[config.mk]
export PLATFORM = sky130hd
export DESIGN_NAME = mp_mem_arbiter
export DESIGN_NICKNAME = d
export VERILOG_FILES = /design/src/rtl/mp_pkg.sv /design/src/rtl/rr_pick.sv /design/src/rtl/mp_mem_arbiter.sv
export SDC_FILE = /design/constraint.sdc
export NUM_CORES = 1
export LEC_CHECK = 0
export ABC_AREA = 1
export CAP_MARGIN = 20
export CORE_MARGIN = 2
export CORE_UTILIZATION = 25
export CTS_CLUSTER_SIZE = 30
export DETAILED_ROUTE_END_ITERATION = 8
export GPL_TIMING_DRIVEN = 0
export SETUP_SLACK_MARGIN = 0.02
export SLEW_MARGIN = 10
export SYNTH_ARGS = -nofsm -noshare
export SYNTH_HDL_FRONTEND = slang
export SYNTH_HIERARCHICAL = 1
export SYNTH_SLANG_ARGS = --single-unit
export TNS_END_PERCENT = 10
[constraint.sdc]
create_clock -name clk -period 4.7 [get_ports clk]
set_clock_uncertainty 0.05 [all_clocks]
set_input_delay 1.175 -clock clk [delete_from_list [all_inputs] [get_ports clk]]
set_output_delay 1.175 -clock clk [all_outputs]
set_load 0.02 [all_outputs]
[src/rtl/mp_pkg.sv]
// Shared types for the multiprocessor memory arbiter.
// Core ids, arbiter states and round-robin pointer helper.
package mp_pkg;

  localparam int NCORES = 3;

  typedef logic [1:0] core_id_t;

  typedef enum logic [1:0] {
    IDLE,
    ISSUE,
    WAIT_RD,
    RESP
  } arb_state_t;

  function automatic core_id_t next_ptr(core_id_t p);
    return (p == 2'd2) ? 2'd0 : p + 2'd1;
  endfunction

endpackage

[src/rtl/rr_pick.sv]
// Combinational 3-way round-robin picker.
// Searches ptr, ptr+1, ptr+2 (mod 3) for the first requester.
module rr_pick
  import mp_pkg::*;
(
  input  logic [2:0] req,
  input  core_id_t   ptr,
  output logic       valid,
  output core_id_t   winner
);

  always_comb begin
    core_id_t c;
    c      = ptr;
    valid  = 1'b0;
    winner = ptr;
    for (int i = 0; i < NCORES; i++) begin
      if (!valid && req[c]) begin
        valid  = 1'b1;
        winner = c;
      end
      c = next_ptr(c);
    end
  end

endmodule

[src/rtl/mp_mem_arbiter.sv]
// Round-robin sequencer sharing one single-port memory between three cores.
// One transaction in flight; exactly one response per grant.
module mp_mem_arbiter
  import mp_pkg::*;
#(
  parameter int AW      = 11,
  parameter int DW      = 8,
  parameter int TIMEOUT = 16
) (
  input  logic            clk,
  input  logic            rst_n,
  input  logic [2:0]      req,
  input  logic [2:0]      we,
  input  logic [3*AW-1:0] addr,
  input  logic [3*DW-1:0] wdata,
  output logic [2:0]      gnt,
  output logic [2:0]      rvalid,
  output logic [3*DW-1:0] rdata,
  output logic [2:0]      err,
  output logic            mem_req,
  output logic            mem_we,
  output logic [AW-1:0]   mem_addr,
  output logic [DW-1:0]   mem_wdata,
  input  logic            mem_ready,
  input  logic            mem_rvalid,
  input  logic [DW-1:0]   mem_rdata,
  output logic            busy
);

  localparam int CW = $clog2(TIMEOUT);

  arb_state_t    state;
  core_id_t      rr_ptr;
  core_id_t      owner;
  core_id_t      pick_id;
  logic          pick_valid;
  logic          pick_we;
  logic [AW-1:0] pick_addr;
  logic [DW-1:0] pick_wdata;
  logic [CW-1:0] cnt;

  rr_pick u_pick (
    .req    (req),
    .ptr    (rr_ptr),
    .valid  (pick_valid),
    .winner (pick_id)
  );

  always_comb begin
    pick_we    = we[0];
    pick_addr  = addr[AW-1:0];
    pick_wdata = wdata[DW-1:0];
    unique case (pick_id)
      2'd1: begin
        pick_we    = we[1];
        pick_addr  = addr[2*AW-1:AW];
        pick_wdata = wdata[2*DW-1:DW];
      end
      2'd2: begin
        pick_we    = we[2];
        pick_addr  = addr[3*AW-1:2*AW];
        pick_wdata = wdata[3*DW-1:2*DW];
      end
      default: ;
    endcase
  end

  function automatic logic [3*DW-1:0] place(core_id_t id, logic [DW-1:0] d);
    return {{(2*DW){1'b0}}, d} << (id * DW);
  endfunction

  assign busy = (state != IDLE);

  always_ff @(posedge clk or negedge rst_n) begin
    if (!rst_n) begin
      state     <= IDLE;
      rr_ptr    <= '0;
      owner     <= '0;
      cnt       <= '0;
      gnt       <= '0;
      rvalid    <= '0;
      rdata     <= '0;
      err       <= '0;
      mem_req   <= 1'b0;
      mem_we    <= 1'b0;
      mem_addr  <= '0;
      mem_wdata <= '0;
    end else begin
      gnt <= '0;
      unique case (state)
        IDLE: begin
          if (pick_valid) begin
            owner     <= pick_id;
            gnt       <= 3'b001 << pick_id;
            mem_req   <= 1'b1;
            mem_we    <= pick_we;
            mem_addr  <= pick_addr;
            mem_wdata <= pick_wdata;
            state     <= ISSUE;
          end
        end
        ISSUE: begin
          if (mem_ready) begin
            mem_req <= 1'b0;
            if (mem_we) begin
              rvalid <= 3'b001 << owner;
              rdata  <= place(owner, mem_wdata);
              state  <= RESP;
            end else begin
              cnt   <= '0;
              state <= WAIT_RD;
            end
          end
        end
        WAIT_RD: begin
          // read data arriving on the last counted cycle beats the timeout
          if (mem_rvalid) begin
            rvalid <= 3'b001 << owner;
            rdata  <= place(owner, mem_rdata);
            state  <= RESP;
          end else if (cnt == CW'(TIMEOUT - 1)) begin
            rvalid <= 3'b001 << owner;
            err    <= 3'b001 << owner;
            rdata  <= '0;
            state  <= RESP;
          end else begin
            cnt <= cnt + 1'b1;
          end
        end
        RESP: begin
          rvalid <= '0;
          rdata  <= '0;
          err    <= '0;
          rr_ptr <= next_ptr(owner);
          state  <= IDLE;
        end
        default: state <= IDLE;
      endcase
    end
  end

endmodule

==> out/qor.csv <==
stage,metric,value,unit
outcome,status,"complete, no violations",
grt,antenna_found_initial,0,
sta,hold_violations,0,
min_path,holdPathStages,2,
sta,post-route-period-util,72.11,%
sta,rsz0062_at_grt,false,
synthesis,synth-simple-area-share,39.67,%
pwr,swShare,49.60,%
synthesis,syn-cell-area,0.003747,mm²
synthesis,synth_top_family_by_area,simple AND/OR/NAND/NOR gates,
pwr,leakagePower,2.658,nW
grt,busiest_layer,met2,
synthesis,synthArstFlopShare,100.0,%
clock_network,cts_tree,done,
synthesis,ys_seq_area_share,42.74,%
min_path,hold_start,rdata[4],
grt,grtUsageMet2,24.88,%
min_path,hold-path-endpoint,rdata[4],
clock_network,clk_pin_slew,0.05,ns
worst_setup_path,end_kind,flip-flop,
sta,worstMarginPinSlew,0.4908,ns
clock_network,ctsResizeCount,0,
floorplan,die_h,126.4,µm
floorplan,die_w,126.4,µm
synthesis,yosysMostFrequentCell,nand2_1,
grt,gr-total-overflow,0,
pwr,p_int,2.284,mW
drt,drc,0,
worst_setup_path,reg2regPathDepth,13,
sta,setup_violations,0,
synthesis,yosysWarnings,6,
sta,final_max_slew_viol_count,0,
worst_setup_path,crit_required,4.86,ns
worst_setup_path,crit_fanout,10,
worst_setup_path,r2r_setup_slack,2.12,ns
grt,grt_start_max_net_pins,65,
synthesis,synth-seq-cells,64,
pwr,p_comb_share,63.9,%
pwr,p_seq_share,21.4,%
clock_network,ctsHoldBuffers,0,
cells_and_area,drive_gt1_share,7.867,%
floorplan,rows,44,
synthesis,synth_top_area_share,42.74,%
clock_network,post-cts-setup-buffers,0,
sta,max-slew-margin-rel,67.28,%
pwr,pwr-share-clk,14.7,%
clock_network,cts-root-buf,clkbuf_16,
synthesis,ys.flop_type,dfrtp_1,
synthesis,yosysUniqueCellTypes,24,
clock_network,insertion_delay,0.33,ns
pwr,peakVddDrop,0.0008043,V
synthesis,synth.area.top_cells,"dfrtp_1, nand2_1, nand4_1",
synthesis,synth_fa_ha_area_share,2.671,%
drt,drt_first_pass_iters,6,
floorplan,pin_count,130,
synthesis,syn-num-nets,600,
place,port_buffers,128,
place,dp_hpwl,9.403,mm
clock_network,clockBufferDepth,2,
grt,met1_usage,18.66,%
drt,drt-total-wl,12.03,mm
floorplan,initial_core_util,25.69,%
synthesis,synth_area_per_cell,7.248,µm²
drt,routedWlPerCell,14.24,µm
sta,fin_setup_tns,0,ns
grt,use_met3,5.905,%
clock_network,cts_max_level,3,
cells_and_area,area_delta_synth_final,48.88,%
drt,drt-initial-drc-count,252,
worst_setup_path,cp-start-kind,primary input,
grt,grt_pass1_vias,4035,
pwr,fin_total_pwr,4.532,mW
drt,via_count,3988,
clock_network,clock-sinks,64,
synthesis,synth_common_cells,"nand2_1, dfrtp_1, nand3_1, nand4_1, inv_1",
job,drv_cap,0,
synthesis,yosys-mux-area-fraction,0,%
grt,grt_use_total,15.13,%
pwr,p_per_area,812.3,mW/mm²
min_path,hp-class,reg2reg,
worst_setup_path,rr_startpoint,rr_ptr[0],
pwr,p_switching,2.248,mW
worst_setup_path,crit_type,in2reg,
cells_and_area,nNetsFinal,740,
floorplan,core_area,0.01459,mm²
clock_network,cts_buffers,9,
sta,period_needed,3.389,ns
synthesis,synth-edff-count,0,
floorplan,die-area,0.01598,mm²
drt,viasPerCell,4.720,
synthesis,synth_xor_area_share,0,%
drt,ant_nets,0,
synthesis,netlist_instances,517,
grt,grt_pass1_wl,19.73,mm
cells_and_area,antenna_cells,0,
sta,fmax,0.2951,GHz
synthesis,yosys.area.top_type,dfrtp_1,
worst_setup_path,cp.arrival,3.55,ns
worst_setup_path,worstReg2RegEnd,mem_wdata[7],
synthesis,synth_compound_area_share,7.479,%
place,gp_congestion,0.9227,
## layer usage
layer	share of wire (%)	up-vias
met1	42	1818
met2	46	180
met5	0	-
met4	1.3	0
met3	9.9	18
li1	-	1972
## layout by cell type, fill, tap and decap left out
master / instances
nand2_1: 230
clkdlybuf4s50_1: 127
dfrtp_1: 64
nand3_1: 41
nand4_1: 35
inv_1: 28
o211ai_1: 20
nor2_1: 19
o21ai_0: 17
clkbuf_1: 14
buf_2: 10
clkbuf_16: 9
ha_1: 8
nor2_2: 5
buf_6: 4
o21ai_2: 4
inv_2: 3
buf_4: 3
nand2_2: 3
nand3b_1: 2
nand3_2: 2
o21ai_1: 2
clkinv_2: 2
or2_1: 1
nor3b_1: 1
clkbuf_8: 1
clkinvlp_4: 1
bufinv_16: 1
inv_6: 1
nand3_4: 1
nor2_4: 1
buf_16: 1
## power by group through the flow
stage / Sequential [mW] / Combinational (mW) / Clock, mW
floorplan: 1.15 / 1.71 / 0
global placement: 0.970 / 2.85 / 0
detailed placement: 0.977 / 2.90 / 0
CTS: 0.972 / 2.91 / 0.684
global route: 1.00 / 3.24 / 0.712
finish: 0.972 / 2.90 / 0.665
## stage by stage
step                worst slack (ns)  area, µm²  hold slack [ns]  utilization [%]  cells
global placement              0.2760       5259           0.4124            36.05    829
global route                   1.075       5579           0.4554            38.24    845
finish                         1.311       5579           0.4317            38.24    845
CTS                            1.343       5579           0.4317            38.24    845
detailed placement            0.9879       5284           0.4195            36.22    830
floorplan                      1.868       3747           0.4393                -    517
## kinds of logic after synthesis
kind of cell,Yosys count
adder cells (fa/ha/maj),8
buffers and inverters,61
flip-flops,64
AO/OA/AOI/OAI,43
AND/OR/NAND/NOR,341
## how the worst max path moves through the flow
stage | start | to | slack (ns) | cells after the start
after floorplan | req[0] | mem_we | 1.87 | 13
final | req[0] | mem_wdata[7] | 1.31 | 15
after global routing | req[0] | mem_wdata[0] | 1.07 | 14
after CTS | req[0] | mem_wdata[7] | 1.34 | 15
after global placement | rst_n | gnt[1] | 0.28 | 1
after detailed placement | req[0] | mem_wdata[7] | 0.99 | 15
## critical path, cell delays in order
cell	delay (ns)
clkdlybuf4s50_1	0.50
nor2_1	0.06
nor2_1	0.11
nand2_1	0.13
nand3_1	0.14
nand2_1	0.07
nand2_1	0.06
nand2_1	0.05
nand2_1	0.08
inv_1	0.08
ha_1	0.34
clkbuf_1	0.37
nand3_1	0.15
o211ai_1	0.15
nand2_1	0.07
## flip-flops by register name, summed over array words and instances, names as in the netlist
| name | flops |
|---|---|
| rvalid | 3 |
| mem_wdata | 8 |
| gnt | 3 |
| cnt | 4 |
| state | 2 |
| mem_addr | 11 |
| rr_ptr | 2 |
| err | 3 |
| mem_we | 1 |
| mem_req | 1 |
| rdata | 24 |
| owner | 2 |
## cell type report
class | count | area [µm²]
clock inverters | 5 | 56.30
multi-input cells | 392 | 1867
clock buffers | 10 | 239.0
well taps | 184 | 230.2
plain buffers | 30 | 162.7
flip-flops and latches | 64 | 1602
repair buffers | 129 | 1306
fillers | 1523 | 9010
inverters | 31 | 116.4
No activity file was read; power rests on OpenSTA's default activity.
